==> src/rtl/i2c_slave_target.sv <==
// I2C target: oversamples sclk/sda on the system clock, matches a 7-bit address, ACKs, and then
// receives bytes into rx_data or returns tx_data bytes LSB first.
module i2c_slave_target #(
   parameter logic [6:0]  SLAVE_ADDR  = 7'h55,
   parameter int unsigned SYNC_STAGES = 2
) (
   input  logic       clk,
   input  logic       rst,
   input  logic       sclk_in,
   input  logic       sda_in,
   output logic       sda_out,
   input  logic [7:0] tx_data,
   output logic       tx_load,
   output logic [7:0] rx_data,
   output logic       rx_valid,
   output logic       addr_hit,
   output logic       busy,
   output logic [2:0] state
);

   typedef enum logic [2:0] {
      StIdle    = 3'd0,
      StAddr    = 3'd1,
      StAddrAck = 3'd2,
      StRx      = 3'd3,
      StRxAck   = 3'd4,
      StTx      = 3'd5,
      StTxAck   = 3'd6
   } state_e;

   logic [SYNC_STAGES-1:0] scl_sync_q, sda_sync_q;
   logic                   scl_prev_q, sda_prev_q;
   logic                   scl_s, sda_s;
   logic                   scl_rise, scl_fall, start_det, stop_det;

   state_e     state_q, state_d;
   logic [2:0] cnt_q, cnt_d;
   logic [2:0] cnt_inc;
   logic [7:0] shift_q, shift_d;
   logic [7:0] byte_in;
   logic [7:0] tx_shift_q, tx_shift_d;
   logic       read_q, read_d;
   logic       pend_q, pend_d;
   logic       sda_q, sda_d;
   logic [7:0] rx_data_q, rx_data_d;
   logic       rx_valid_q, rx_valid_d;
   logic       tx_load_q, tx_load_d;
   logic       hit_q, hit_d;
   logic       busy_q, busy_d;

   // Synchronizers idle high so reset never looks like a bus edge.
   always_ff @(posedge clk or negedge rst) begin
      if (!rst) begin
         scl_sync_q <= '1;
         sda_sync_q <= '1;
         scl_prev_q <= 1'b1;
         sda_prev_q <= 1'b1;
      end else begin
         scl_sync_q <= {scl_sync_q[SYNC_STAGES-2:0], sclk_in};
         sda_sync_q <= {sda_sync_q[SYNC_STAGES-2:0], sda_in};
         scl_prev_q <= scl_s;
         sda_prev_q <= sda_s;
      end
   end

   assign scl_s     = scl_sync_q[SYNC_STAGES-1];
   assign sda_s     = sda_sync_q[SYNC_STAGES-1];
   assign scl_rise  = scl_s & ~scl_prev_q;
   assign scl_fall  = ~scl_s & scl_prev_q;
   // Qualified on current scl only, so a STOP arriving with SCL_RISE still counts as STOP.
   assign start_det = scl_s & sda_prev_q & ~sda_s;
   assign stop_det  = scl_s & ~sda_prev_q & sda_s;

   assign byte_in = {sda_s, shift_q[7:1]};
   assign cnt_inc = cnt_q + 3'd1;

   always_comb begin
      state_d    = state_q;
      cnt_d      = cnt_q;
      shift_d    = shift_q;
      tx_shift_d = tx_shift_q;
      read_d     = read_q;
      pend_d     = pend_q;
      sda_d      = sda_q;
      rx_data_d  = rx_data_q;
      rx_valid_d = 1'b0;
      tx_load_d  = 1'b0;
      hit_d      = hit_q;
      busy_d     = busy_q;

      if (start_det) begin
         state_d = StAddr;
         cnt_d   = 3'd0;
         busy_d  = 1'b1;
         hit_d   = 1'b0;
         sda_d   = 1'b1;
         pend_d  = 1'b0;
      end else if (stop_det) begin
         state_d = StIdle;
         busy_d  = 1'b0;
         hit_d   = 1'b0;
         sda_d   = 1'b1;
         pend_d  = 1'b0;
      end else begin
         case (state_q)
            StIdle: ;
            StAddr: begin
               if (scl_rise) begin
                  shift_d = byte_in;
                  cnt_d   = cnt_inc;
                  if (cnt_q == 3'd7) begin
                     if (byte_in[7:1] == SLAVE_ADDR) begin
                        pend_d = 1'b1;
                        read_d = byte_in[0];
                     end else begin
                        state_d = StIdle;
                     end
                  end
               end else if (scl_fall && pend_q) begin
                  pend_d  = 1'b0;
                  sda_d   = 1'b0;
                  state_d = StAddrAck;
                  hit_d   = 1'b1;
                  if (read_q) begin
                     tx_shift_d = tx_data;
                     tx_load_d  = 1'b1;
                  end
               end
            end
            StAddrAck: begin
               if (scl_fall) begin
                  cnt_d = 3'd0;
                  if (read_q) begin
                     state_d = StTx;
                     sda_d   = tx_shift_q[0];
                  end else begin
                     state_d = StRx;
                     sda_d   = 1'b1;
                  end
               end
            end
            StRx: begin
               if (scl_rise) begin
                  shift_d = byte_in;
                  cnt_d   = cnt_inc;
                  if (cnt_q == 3'd7) begin
                     rx_data_d  = byte_in;
                     rx_valid_d = 1'b1;
                     pend_d     = 1'b1;
                  end
               end else if (scl_fall && pend_q) begin
                  pend_d  = 1'b0;
                  sda_d   = 1'b0;
                  state_d = StRxAck;
               end
            end
            StRxAck: begin
               if (scl_fall) begin
                  sda_d   = 1'b1;
                  state_d = StRx;
                  cnt_d   = 3'd0;
               end
            end
            StTx: begin
               // cnt_q is the index of the bit currently on the bus.
               if (scl_fall) begin
                  if (cnt_q == 3'd7) begin
                     sda_d   = 1'b1;
                     state_d = StTxAck;
                     cnt_d   = 3'd0;
                  end else begin
                     cnt_d = cnt_inc;
                     sda_d = tx_shift_q[cnt_inc];
                  end
               end
            end
            StTxAck: begin
               if (scl_rise) begin
                  if (!sda_s) begin
                     pend_d = 1'b1;
                  end else begin
                     state_d = StIdle;
                     hit_d   = 1'b0;
                  end
               end else if (scl_fall && pend_q) begin
                  pend_d     = 1'b0;
                  tx_shift_d = tx_data;
                  tx_load_d  = 1'b1;
                  sda_d      = tx_data[0];
                  state_d    = StTx;
                  cnt_d      = 3'd0;
               end
            end
            default: state_d = StIdle;
         endcase
      end
   end

   always_ff @(posedge clk or negedge rst) begin
      if (!rst) begin
         state_q    <= StIdle;
         cnt_q      <= 3'd0;
         shift_q    <= 8'h00;
         tx_shift_q <= 8'h00;
         read_q     <= 1'b0;
         pend_q     <= 1'b0;
         sda_q      <= 1'b1;
         rx_data_q  <= 8'h00;
         rx_valid_q <= 1'b0;
         tx_load_q  <= 1'b0;
         hit_q      <= 1'b0;
         busy_q     <= 1'b0;
      end else begin
         state_q    <= state_d;
         cnt_q      <= cnt_d;
         shift_q    <= shift_d;
         tx_shift_q <= tx_shift_d;
         read_q     <= read_d;
         pend_q     <= pend_d;
         sda_q      <= sda_d;
         rx_data_q  <= rx_data_d;
         rx_valid_q <= rx_valid_d;
         tx_load_q  <= tx_load_d;
         hit_q      <= hit_d;
         busy_q     <= busy_d;
      end
   end

   assign sda_out  = sda_q;
   assign rx_data  = rx_data_q;
   assign rx_valid = rx_valid_q;
   assign tx_load  = tx_load_q;
   assign addr_hit = hit_q;
   assign busy     = busy_q;
   assign state    = state_q;

endmodule

==> config.mk <==
export PLATFORM = sky130hd
export DESIGN_NAME = i2c_slave_target
export DESIGN_NICKNAME = d
export VERILOG_FILES = /design/src/rtl/i2c_slave_target.sv
export SDC_FILE = /design/constraint.sdc
export NUM_CORES = 1
export LEC_CHECK = 0
export BUFFER_PORTS_ARGS = -buffer_cell sky130_fd_sc_hd__buf_2
export CAP_MARGIN = 25
export CORE_ASPECT_RATIO = 0.6
export CORE_MARGIN = 10
export CORE_UTILIZATION = 45
export CTS_CLUSTER_SIZE = 14
export DETAILED_ROUTE_END_ITERATION = 12
export HOLD_SLACK_MARGIN = 0.1
export PLACE_DENSITY = 0.67
export SKIP_LAST_GASP = 1
export SYNTH_ARGS = -nofsm -noshare
export SYNTH_HDL_FRONTEND = slang
export SYNTH_SLANG_ARGS = --single-unit
==> constraint.sdc <==
create_clock -name clk -period 2.6 [get_ports clk]
set_input_delay 0.52 -clock clk [delete_from_list [all_inputs] [get_ports clk]]
set_output_delay 0.52 -clock clk [all_outputs]
set_load 0.02 [all_outputs]
# [Yosys cells after proc, flatten, opt, wreduce, memory -nomap -nowiden]
# Index checks and enable logic that the tools add are counted.
[word_totals] inputBits=12 out_inout_bits=16 regBits=43 word_cells=170
[classes] mux=79 order_cmp=1 n_eq_ne=42 reduce_logical=19 n_addsub=1 bitwise=12
[op_table] op="3-bit 2-to-1 mux" n=24
[op_table] op="4-bit inequality test, second input constant" n=12
[op_table] op="1-bit 2-to-1 mux" n=42
[op_table] op="8-bit 2-to-1 mux" n=5
[op_table] op="5-bit inequality test, second input constant" n=8
[op_table] op="3-bit case mux with 7 select lines" n=1
[op_table] op="8-bit case mux with 2 select lines" n=1
[op_table] op="8-bit AND reduction" n=2
[op_table] op="5-bit AND reduction" n=3
[op_table] op="3-bit == test, second input constant" n=4
[op_table] op="2-bit inequality test, second input constant" n=6
[op_table] op="3-bit inequality test, second input constant" n=4
[op_table] op="3-bit case mux with 4 select lines" n=1
[op_table] op="12-bit AND reduction" n=1
[op_table] op="5-bit nonzero test" n=2
[op_table] op="7-bit == test, second input constant" n=1
[op_table] op="7-bit AND reduction" n=1
[op_table] op="7-bit nonzero test" n=1
[op_table] op="1-bit bitwise AND" n=6
[op_table] op="3-bit by 2-bit == test with 1-bit output, second input constant" n=2
[op_table] op="3-bit by 1-bit inequality test with 1-bit output, second input constant" n=2
[op_table] op="1-bit NOT" n=6
[op_table] op="6-bit AND reduction" n=1
[op_table] op="1-bit case mux with 5 select lines" n=1
[op_table] op="14 further kinds" n=17

# [Depth between registers and ports, before layout]
[depth] ltp_word=8 mapped_depth=7

# [Least setup slack after synthesis]
# OpenSTA, ideal clock, no wires.
[synth_timing] path_kind="register to register" start="reg state_q[2], in the netlist state[2]" end="reg cnt_q[0]" arrival_ns=1.699 path_stages_with_launch=6 required_time_ns=2.475 path_buffers=1 setup_slack_ns=0.776 cell_sequence="dfrtp_1 -> buf_4 -> nor2_1 -> a2111o_1 -> a21oi_1 -> mux2_2"
[synth_between] elab_chain_len=5 word_cells_on_any_way=18 cone_classes="eq/ne (11); mux (3); reduce/logical (4)"
[synth_rtl] item="start, declared" line="36" source="state_e state_q, state_d;"
[synth_rtl] item="start signal, assigned" line="201" source="state_q <= StIdle;"
[synth_rtl] item="start signal, assigned" line="214" source="state_q <= state_d;"
[synth_rtl] item="3-bit == test, or another cell as far along" line="105" source="case (state_q)"
[synth_rtl] item="2-bit OR reduction (no line)"
[synth_rtl] item="3-bit case mux with 4 select lines" line="105"
[synth_rtl] item="3-bit 2-to-1 mux" line="98" source="end else if (stop_det) begin"
[synth_rtl] item="3-bit 2-to-1 mux" line="91" source="if (start_det) begin"
[synth_rtl] item="end signal, assigned" line="215" source="cnt_q <= cnt_d;"
[synth_rtl] item="end, declared" line="37" source="logic [2:0] cnt_q, cnt_d;"
# Several ways; a longest one is shown, not always the timed one. The select of a mux whose other input is x is not followed.
# A chain may end at the register's enable or synchronous reset.

# [Worst setup path after layout]
[layout_timing] start="reg cnt_q[0]" end="reg sda_q, in the netlist sda_out"
[layout_between] elab_chain_len=8 word_cells_on_any_way=9 cone_classes="add/sub (1); eq/ne (1); mux (7)"
[layout_rtl] item="3-bit by 1-bit adder with 3-bit output" line="75" source="assign cnt_inc = cnt_q + 3'd1;"
[layout_rtl] item="1-bit binary-select mux with 3-bit select" line="173" source="sda_d = tx_shift_q[cnt_inc];"
[layout_rtl] item="1-bit 2-to-1 mux (not written as such)" line="173"
[layout_rtl] item="1-bit 2-to-1 mux (*)" line="167" source="if (cnt_q == 3'd7) begin"
[layout_rtl] item="1-bit 2-to-1 mux (*)" line="166" source="if (scl_fall) begin"
[layout_rtl] item="1-bit case mux with 5 select lines (*)" line="105"
[layout_rtl] item="1-bit 2-to-1 mux (*)" line="98"
[layout_rtl] item="1-bit 2-to-1 mux (*)" line="91"
[layout_rtl] item="end signal, assigned" line="207" source="sda_q <= 1'b1;"
[layout_rtl] item="end signal, assigned" line="220" source="sda_q <= sda_d;"
[layout_rtl] item="end, declared" line="44" source="logic sda_q, sda_d;"
# Every way passes the cells marked *; elsewhere a longest branch is shown, timed or not. The select of a mux whose other input is x is not followed.

==> results.py <==
metrics = {
    "synth": {
        "synth_nets": 207,
        "yosysUniqueCellTypes": 47,
        "synthTopCellsByArea": "dfrtp_1 (42%), mux2_2 (10%), dfstp_2 (8.8%), nand2_1 (5.0%), o21ai_0 (3.4%)",
        "ys_seq_elements": 42,
        "ys_warn_count": 0,
        "ys_async_sr_fraction_pct": 100,
        "seq_area_frac_synth_pct": 50.8,
        "synth_flop_cell": "dfrtp_1",
        "synth.avg_cell_area_um2": 10.8,
        "yosys.area.top_type": "dfrtp_1",
        "synth_edf_count": 0,
        "yosysTopAreaCellShare_pct": 42.0,
        "netlist_area_um2": 2090,
        "syn_inst": 193,
    },
    "grt": {
        "grt_antenna_before_repair": 0,
        "grt_pass1_vias": 1361,
        "grt_usage_pct": 11.4,
        "grt_max_degree": 43,
        "grt-ovfl-total": 0,
        "grt_pass1_wl_um": 7040,
    },
    "placed_design": {
        "dp_cells": 274,
        "hpwlAfterDp_um": 3050,
        "io_buffers": 27,
        "gp_congestion": 0.864,
        "placed_area_um2": 2250,
        "place_ws_ns": 0.516,
    },
    "sta": {
        "hold_viol_final": 0,
        "slew_headroom_pct": 38.2,
        "setup_violations": 0,
        "post-route-period-util_pct": 81.2,
        "fin_crit_ns": 2.11,
        "whs_ns": 0.319,
        "slew_violations": 0,
        "worst_slew_pin_slew_ns": 0.927,
        "timing.final.ws_setup_ns": 0.490,
        "timing.fmax_mhz": 474,
        "rsz0062_at_grt": "false",
        "finClkSkew_ns": 0.00482,
        "tns_ns": 0,
    },
    "cts": {
        "numCtsBuffers": 5,
        "htreeDepth": 2,
        "cts_resized": 0,
        "cts_hold_buf": 0,
        "cts_setup_buffers": 0,
        "cts_root_buf": "clkbuf_8",
        "path_clk_slew_ns": 0.08,
        "clkSinkCount": 42,
        "clkLatencyLatePin_ns": 0.29,
        "clk_path_buf_depth": 2,
        "cts_tree": "built",
    },
    "critical_path": {
        "crit_chain": "ha_1 -> ha_1 -> mux4_2 -> a211oi_1 -> a2111oi_0 -> mux2i_1",
        "crit_slowest_cell": "mux4_2",
        "crit_family": "multiplexers",
        "worstSetupPathType": "reg2reg",
        "crit_path_start_kind": "flop",
        "crit_buf_inv": 0,
        "critPathMaxFanout": 7,
        "cpPeakStageDelay_ns": 0.50,
        "cp_data_required_time_ns": 2.82,
        "cp.arrival_ns": 2.33,
        "worst_setup_path_end_kind": "flop",
        "crit_top_cell": "ha_1",
    },
    "floorplan": {
        "core_um2": 4520,
        "initial_utilization_pct": 46.2,
        "row_count": 19,
        "die-area_um2": 7850,
        "ios": 28,
        "die_y_um": 72.8,
        "die_w_um": 108,
    },
    "cells_and_area": {
        "fin_nets": 232,
        "syn2layout_area_growth_pct": 13.2,
        "fillers": 430,
        "finish.instance_area_um2": 2360,
        "utilization_pct": 52.3,
        "multi_input_comb_area_um2": 932,
        "drive_gt1_share_pct": 29.7,
        "num_antenna_cells": 0,
        "fin_cells": 282,
        "seqCellArea_um2": 1060,
    },
    "detailed_routing": {
        "drt_iter0_drc": 145,
        "ant_nets": 0,
        "remaining_drc_errors": 0,
        "postRouteWirelength_um": 4200,
        "drt_first_pass_iters": 4,
        "via_count": 1494,
        "via_per_inst": 5.30,
        "wl_per_cell_um": 14.9,
    },
    "power_and_ir_drop": {
        "p_per_area_nw_per_um2": 772,
        "power_leakage_nw": 1.13,
        "p_total_mw": 1.82,
        "ir_drop_v": 0.000384,
    },
    "run": {
        "drv_cap": 0,
    },
    "min_path": {
        "hold_class": "in2reg",
    },
    "run_status": {
        "status": "complete, no violations",
    },
}
## cell usage after synthesis, drive strengths merged, types with 3 or more instances
master  instances
a211oi          3
a21oi           5
buf             8
dfrtp          35
dfstp           7
inv             9
mux2           19
mux2i           6
nand2          28
nand2b          5
nand3           4
nor2           12
nor2b           3
o21ai          15
## path summary, 6_finish.rpt
check,depth (start not counted),start,endpoint,slack [ns]
max,6,cnt_q[0]$_DFFE_PN0P_,sda_out$_DFFE_PN1P_,0.49
min in group asynchronous,1,rst,rx_data[1]$_DFFE_PN0P_,0.37
min reg2reg,0,sda_sync_q[0]$_DFF_PN1_,sda_sync_q[1]$_DFF_PN1_,0.36
max reg2reg,6,cnt_q[0]$_DFFE_PN0P_,sda_out$_DFFE_PN1P_,0.49
max in group asynchronous,1,rst,tx_shift_q[4]$_DFFE_PN0P_,1.66
min,1,sda_in,sda_sync_q[0]$_DFF_PN1_,0.32
## state kept, by name, indices dropped and copies added, names as in the netlist
name,count
addr_hit,1
busy,1
cnt_q,3
pend_q,1
read_q,1
rx_data,8
rx_valid,1
scl_prev_q,1
scl_sync_q,2
sda_out,1
sda_prev_q,1
sda_sync_q,2
shift_q,7
state,3
tx_load,1
tx_shift_q,8
## final cells by class
type	count	area share [%]
Sequential cell	42	44.8
Multi-Input combinational cell	132	39.4
Timing Repair Buffer	28	6.03
Clock buffer	7	3.65
Tap cell	63	3.34
Inverter	9	1.43
Clock inverter	1	1.27
## cells by family after synthesis
logic type	share of synthesized area [%]
AND/OR/NAND/NOR	15.6
multiplexers	14.2
AO/OA/AOI/OAI	12.4
adder cells (fa/ha/maj)	1.20
buffers and inverters	4.56
flip-flops	50.8
XOR/XNOR	1.32
## worst reg2reg max path, stage by stage, from the launching register on
cell and delay (ns):
dfrtp_1 0.49, ha_1 0.25, ha_1 0.31, mux4_2 0.50
a211oi_1 0.24, a2111oi_0 0.08, mux2i_1 0.17
## power breakdown
part,internal [mW],switching [mW]
logic,0.220,0.231
clock network,0.313,0.219
registers,0.734,0.108
## placed cells by master, fill, tap and decap left out, types with 2 or more instances in the layout
cell type,Yosys,final
a21oi_1,5,5
dfrtp_1,35,35
mux2i_1,6,6
nand2b_1,5,5
o211ai_1,2,2
dfstp_2,7,7
a211oi_1,3,3
nand3_1,3,3
a22o_1,2,2
nor2b_1,3,3
o21ai_0,14,14
inv_1,9,9
mux2_2,19,19
ha_1,2,2
clkbuf_8,0,6
nand2_1,28,28
buf_2,4,27
and3b_1,2,2
nor2_1,12,12
## per-layer routing
layer | track usage [%] | routed length, µm
met5 | 0 | 0
met4 | 3.98 | 34
met3 | 4.14 | 312
met2 | 13.9 | 1630
met1 | 17.3 | 2230
Power figures use the tool's default switching activity.
